### config.mk
export PLATFORM = sky130hd
export DESIGN_NAME = i2c_write_scheduler
export DESIGN_NICKNAME = d
export VERILOG_FILES = /design/src/rtl/i2c_write_scheduler.sv
export SDC_FILE = /design/constraint.sdc
export NUM_CORES = 1
export LEC_CHECK = 0
export ABC_CLOCK_PERIOD_IN_PS = 3700
export BUFFER_PORTS_ARGS = -buffer_cell sky130_fd_sc_hd__buf_2
export CAP_MARGIN = 15
export CORE_UTILIZATION = 50
export DETAILED_ROUTE_END_ITERATION = 8
export PLACE_DENSITY = 0.77
export REMOVE_ABC_BUFFERS = 1
export SKIP_CTS_REPAIR_TIMING = 1
export SLEW_MARGIN = 40
export SYNTH_ARGS = -nofsm -noshare
export SYNTH_HDL_FRONTEND = slang
export SYNTH_SLANG_ARGS = --single-unit
### constraint.sdc
create_clock -name i_clk -period 3.7 [get_ports i_clk]
set_input_delay 0.555 -clock i_clk [delete_from_list [all_inputs] [get_ports i_clk]]
set_output_delay 0.555 -clock i_clk [all_outputs]
set_load 0.01 [all_outputs]
### src/rtl/i2c_write_scheduler.sv
// Init sequencer and round-robin write arbiter in front of the I2C frame
// output block; one address/data pair per start/complete transaction.
module i2c_write_scheduler #(
    parameter int unsigned TIMEOUT_CYCLES = 4095
) (
    input  logic       i_clk,
    input  logic       i_rst,
    input  logic       i_req0_valid,
    input  logic [7:0] i_req0_addr,
    input  logic [7:0] i_req0_data,
    output logic       o_req0_ready,
    input  logic       i_req1_valid,
    input  logic [7:0] i_req1_addr,
    input  logic [7:0] i_req1_data,
    output logic       o_req1_ready,
    output logic [7:0] o_register_addr,
    output logic [7:0] o_data,
    output logic       o_start,
    input  logic       i_complete,
    output logic       o_init_done,
    output logic       o_busy,
    output logic       o_timeout_err
);

    typedef enum logic [2:0] {
        S_INIT_ISSUE,
        S_INIT_WAIT,
        S_ARB,
        S_ISSUE,
        S_WAIT
    } state_e;

    state_e      state_q, state_d;
    logic [1:0]  step_q, step_d;
    logic [15:0] cnt_q, cnt_d;
    logic        last_q, last_d;
    logic [7:0]  addr_q, addr_d;
    logic [7:0]  data_q, data_d;
    logic        start_q, start_d;
    logic        done_q, done_d;
    logic        err_q, err_d;
    logic        cmpl_q;

    logic [7:0]  rom_addr, rom_data;
    logic [16:0] cnt_inc;
    logic        evt, tmo, gnt0, gnt1;

    // PCA9685 bring-up: sleep, 50 Hz prescale, wake with auto-increment, totem-pole
    always_comb begin
        rom_addr = 8'h00;
        rom_data = 8'h10;
        unique case (step_q)
            2'd0: begin rom_addr = 8'h00; rom_data = 8'h10; end
            2'd1: begin rom_addr = 8'hFE; rom_data = 8'h79; end
            2'd2: begin rom_addr = 8'h00; rom_data = 8'h20; end
            2'd3: begin rom_addr = 8'h01; rom_data = 8'h04; end
            default: ;
        endcase
    end

    assign evt     = i_complete & ~cmpl_q;
    assign cnt_inc = {1'b0, cnt_q} + 17'd1;
    assign tmo     = cnt_inc >= 17'(TIMEOUT_CYCLES);

    // On a tie, the requester that did not win last time goes next
    assign gnt0 = i_req0_valid & (~i_req1_valid | last_q);
    assign gnt1 = i_req1_valid & (~i_req0_valid | ~last_q);

    assign o_req0_ready    = (state_q == S_ARB) & gnt0;
    assign o_req1_ready    = (state_q == S_ARB) & gnt1;
    assign o_busy          = (state_q != S_ARB);
    assign o_start         = start_q;
    assign o_register_addr = addr_q;
    assign o_data          = data_q;
    assign o_init_done     = done_q;
    assign o_timeout_err   = err_q;

    always_comb begin
        state_d = state_q;
        step_d  = step_q;
        cnt_d   = cnt_q;
        last_d  = last_q;
        addr_d  = addr_q;
        data_d  = data_q;
        start_d = 1'b0;
        done_d  = done_q;
        err_d   = err_q;
        unique case (state_q)
            S_INIT_ISSUE: begin
                start_d = 1'b1;
                addr_d  = rom_addr;
                data_d  = rom_data;
                cnt_d   = '0;
                state_d = S_INIT_WAIT;
            end
            S_INIT_WAIT: begin
                cnt_d = cnt_inc[15:0];
                if (evt) begin
                    step_d = step_q + 2'd1;
                    if (step_q == 2'd3) begin
                        done_d  = 1'b1;
                        state_d = S_ARB;
                    end else begin
                        state_d = S_INIT_ISSUE;
                    end
                end else if (tmo) begin
                    err_d   = 1'b1;
                    step_d  = 2'd0;
                    state_d = S_INIT_ISSUE;
                end
            end
            S_ARB: begin
                if (gnt0 | gnt1) begin
                    addr_d  = gnt1 ? i_req1_addr : i_req0_addr;
                    data_d  = gnt1 ? i_req1_data : i_req0_data;
                    last_d  = gnt1;
                    start_d = 1'b1;
                    state_d = S_ISSUE;
                end
            end
            S_ISSUE: begin
                cnt_d   = '0;
                state_d = S_WAIT;
            end
            S_WAIT: begin
                cnt_d = cnt_inc[15:0];
                if (evt) begin
                    state_d = S_ARB;
                end else if (tmo) begin
                    err_d   = 1'b1;
                    state_d = S_ARB;
                end
            end
            default: state_d = S_INIT_ISSUE;
        endcase
    end

    always_ff @(posedge i_clk or posedge i_rst) begin
        if (i_rst) begin
            state_q <= S_INIT_ISSUE;
            step_q  <= 2'd0;
            cnt_q   <= '0;
            last_q  <= 1'b1;
            addr_q  <= 8'h00;
            data_q  <= 8'h00;
            start_q <= 1'b0;
            done_q  <= 1'b0;
            err_q   <= 1'b0;
            cmpl_q  <= 1'b0;
        end else begin
            state_q <= state_d;
            step_q  <= step_d;
            cnt_q   <= cnt_d;
            last_q  <= last_d;
            addr_q  <= addr_d;
            data_q  <= data_d;
            start_q <= start_d;
            done_q  <= done_d;
            err_q   <= err_d;
            cmpl_q  <= i_complete;
        end
    end

endmodule
==> impl_results.md <==
- Tmin final: 2538 ps
- DRT antenna net count: 0
- CP max FO: 11
- Starting density of the core: 53.47%
- RSZ-0062 raised after global routing: no
- CTS buffer count: 5
- Worst setup SP type: flip-flop
- Count of cell types in the netlist: 47
- Chip height: 71.41 µm
- Final Hold Fails: 0
- CTS clk-pin slew, worst paths: approximately 70 ps
- RD Place Congestion: approximately 0.92
- Syn. warnings: 0
- Antenna Cells: 0
- Synthesized area per cell: 8.541 µm²
- Status: finished, violations left
- Initial antenna violation count: 0
- Fraction of layout cells with a size suffix above 1: about a quarter
- Area of the multi-input gates: 1267 µm²
- HPWL Detailed: 3750 µm
- Area of the die: 5099 µm²
- Largest net degree at the start of global routing: 43
- Post-synth top area share: 42.60%
- Vias in the first global route: 2021
- Top FF cell, synth: dfrtp_1
- Register area: 1052 µm²
- First-pass GRT wire length: ~9200 µm
- Clock sinks: 42
- # IOs: 59
- Pwr dens: approximately 640 nW/µm²
- Worst hold-check path type: in -> async
- Worst Path Arrival: 2720 ps
- Commonest non-fill, non-tap cells in the layout: nand2_1 (64), buf_2 (58), dfrtp_1 (41)
- Synth area leaders: dfrtp_1 (43%), nand2_1 (10%), o21ai_0 (5.8%)
- Commonest non-fill, non-tap cell in the layout: nand2_1
- Buffer depth of the longest clock path: 2
- PortBufs: 58
- WL per Instance: 13.69 µm
- CTS tree: done
- DRT iter0 DRCs: about 140
- FP Rows: 24
- Mapped Area: approximately 2400 µm²
- Die X: 71.41 µm
- F_max: 394.0 MHz
- Yosys top cell by area: dfrtp_1
- Finish-stage setup viols: 0
- Detailed-route vias per instance: 5.837
- H-tree depth: 2
- CP Class: reg -> reg
- WL final: approximately 5300 µm
- Clock Tree Root: clkbuf_8
- Fill cell count: 412
- First-pass DRT Iterations: 7
- Area grow syn2layout: 18.70%
- FFs w/ async S/R, synth: 100.0%
- Tot GR Track Use: 22.37%
- Total gr overflow: 0
- Slew Limit Fails: 0
- Slew @ Worst Pin: 623.0 ps
- Fin cells: 387
- Vias: 2259
- P_leak: 0.001413 µW
- Synth Instances: 282
- DRC errors left: 10
- Seq/Total Area, Yosys: a little over two fifths
- Part of the cycle the worst path needs: between 60% and 70%
- Nets: 377
- Placeable Area: 4504 µm²
- Clock skew: just over 10 ps
- Total negative slack: 0 ps
- Worst-Skew Late Latency: about 300 ps
- Crit path capture type: flip-flop
- Synth Register Bits: 42
- Slew HR: 58.31%
- Crit path required time: 3880 ps
- Failing checks: DRC
- Peak VDD IR: 365.7 µV
- Post-synth EDFFs: 0
- Placed cells: 380
- Number of max-cap violations: 0
## metrics by stage
step,worst slack (ps),power [µW],hold WS [ps],utilization [%],cell area [µm²]
2_1_floorplan,724.7,1207,465.9,-,2338
3_3_place_gp,1283,1454,439.0,60.72,2735
3_5_place_dp,1195,1479,438.7,60.89,2743
4_1_cts,1177,1852,384.3,63.39,2855
5_1_grt,917.5,2002,376.2,63.47,2859
6_report,1162,1843,373.0,63.47,2859
## cells by family (layout without fill, tap and decap cells)
kind of cell,Yosys count,after routing,share of synthesized area (%)
flops,42,42,43.69
buf+inv,27,80,4.623
mux,4,4,1.714
fa+ha+maj,5,5,2.597
compound gates,84,84,23.38
simple gates,118,118,23.27
xor+xnor,2,2,0.7274
## power breakdown
| group | switching, µW | internal (µW) | total [µW] |
|---|---|---|---|
| combinational | 479 | 309 | 788 |
| clock | 150 | 216 | 366 |
| sequential | 107 | 583 | 690 |
| total | 735 | 1110 | 1840 |
## Yosys cell counts (4+ instances only)
cell      number
a21o_1        14
nor2_1        16
a311oi_1      12
a21oi_1        6
o31ai_1        6
ha_1           5
nand4_1        6
inv_1         11
dfrtp_1       41
nand3_1       10
a31oi_1        4
o21ai_0       28
nand2_1       64
clkbuf_1      12
## area by class of cell
cell class	count	area share (%)
multi-input combinational	213	44.33
clock buffer	6	2.888
tap	52	2.276
timing repair buffer	62	11.20
sequential	42	36.81
clock inverter	1	1.050
inverter	11	1.444
## layer usage
metal / part of all wire, % / vias up / track usage [%] / routed length (µm)
li1: - / 1118 / - / -
met1: 46 / 1046 / 30.39 / 2444
met2: 46 / 86 / 37.46 / 2462
met3: 6.2 / 9 / 3.938 / 326
met4: 1.2 / 0 / 5.333 / 63
met5: 0 / - / 0 / 0
## path summary, 6_finish.rpt
| kind | from | end | slack [ps] | cells after the start |
|---|---|---|---|---|
| max reg2reg | cnt_q[0] | state_q[1] | 1160 | 7 |
| max in group asynchronous | i_rst | last_q | 2950 | 3 |
| min reg2reg | o_init_done | o_init_done | 450 | 1 |
| max | cnt_q[0] | state_q[1] | 1160 | 7 |
| min in group i_clk | i_complete | cmpl_q | 390 | 1 |
| min | i_rst | step_q[0] | 370 | 3 |
## critical path, stage by stage, from the launching register on
cell and delay [ps]:
dfrtp_1 520, ha_1 330, nand3_1 300, nor4b_4 440, mux2i_1 150, a211oi_2 300
nand3_2 150, o22a_2 240
## flip-flops by register name (all words and copies together), names as in the netlist
register         count
o_init_done          1
cmpl_q               1
o_register_addr      8
o_timeout_err        1
o_data               8
step_q               2
state_q              3
cnt_q               16
last_q               1
o_start              1
Power figures use the tool's default switching activity.
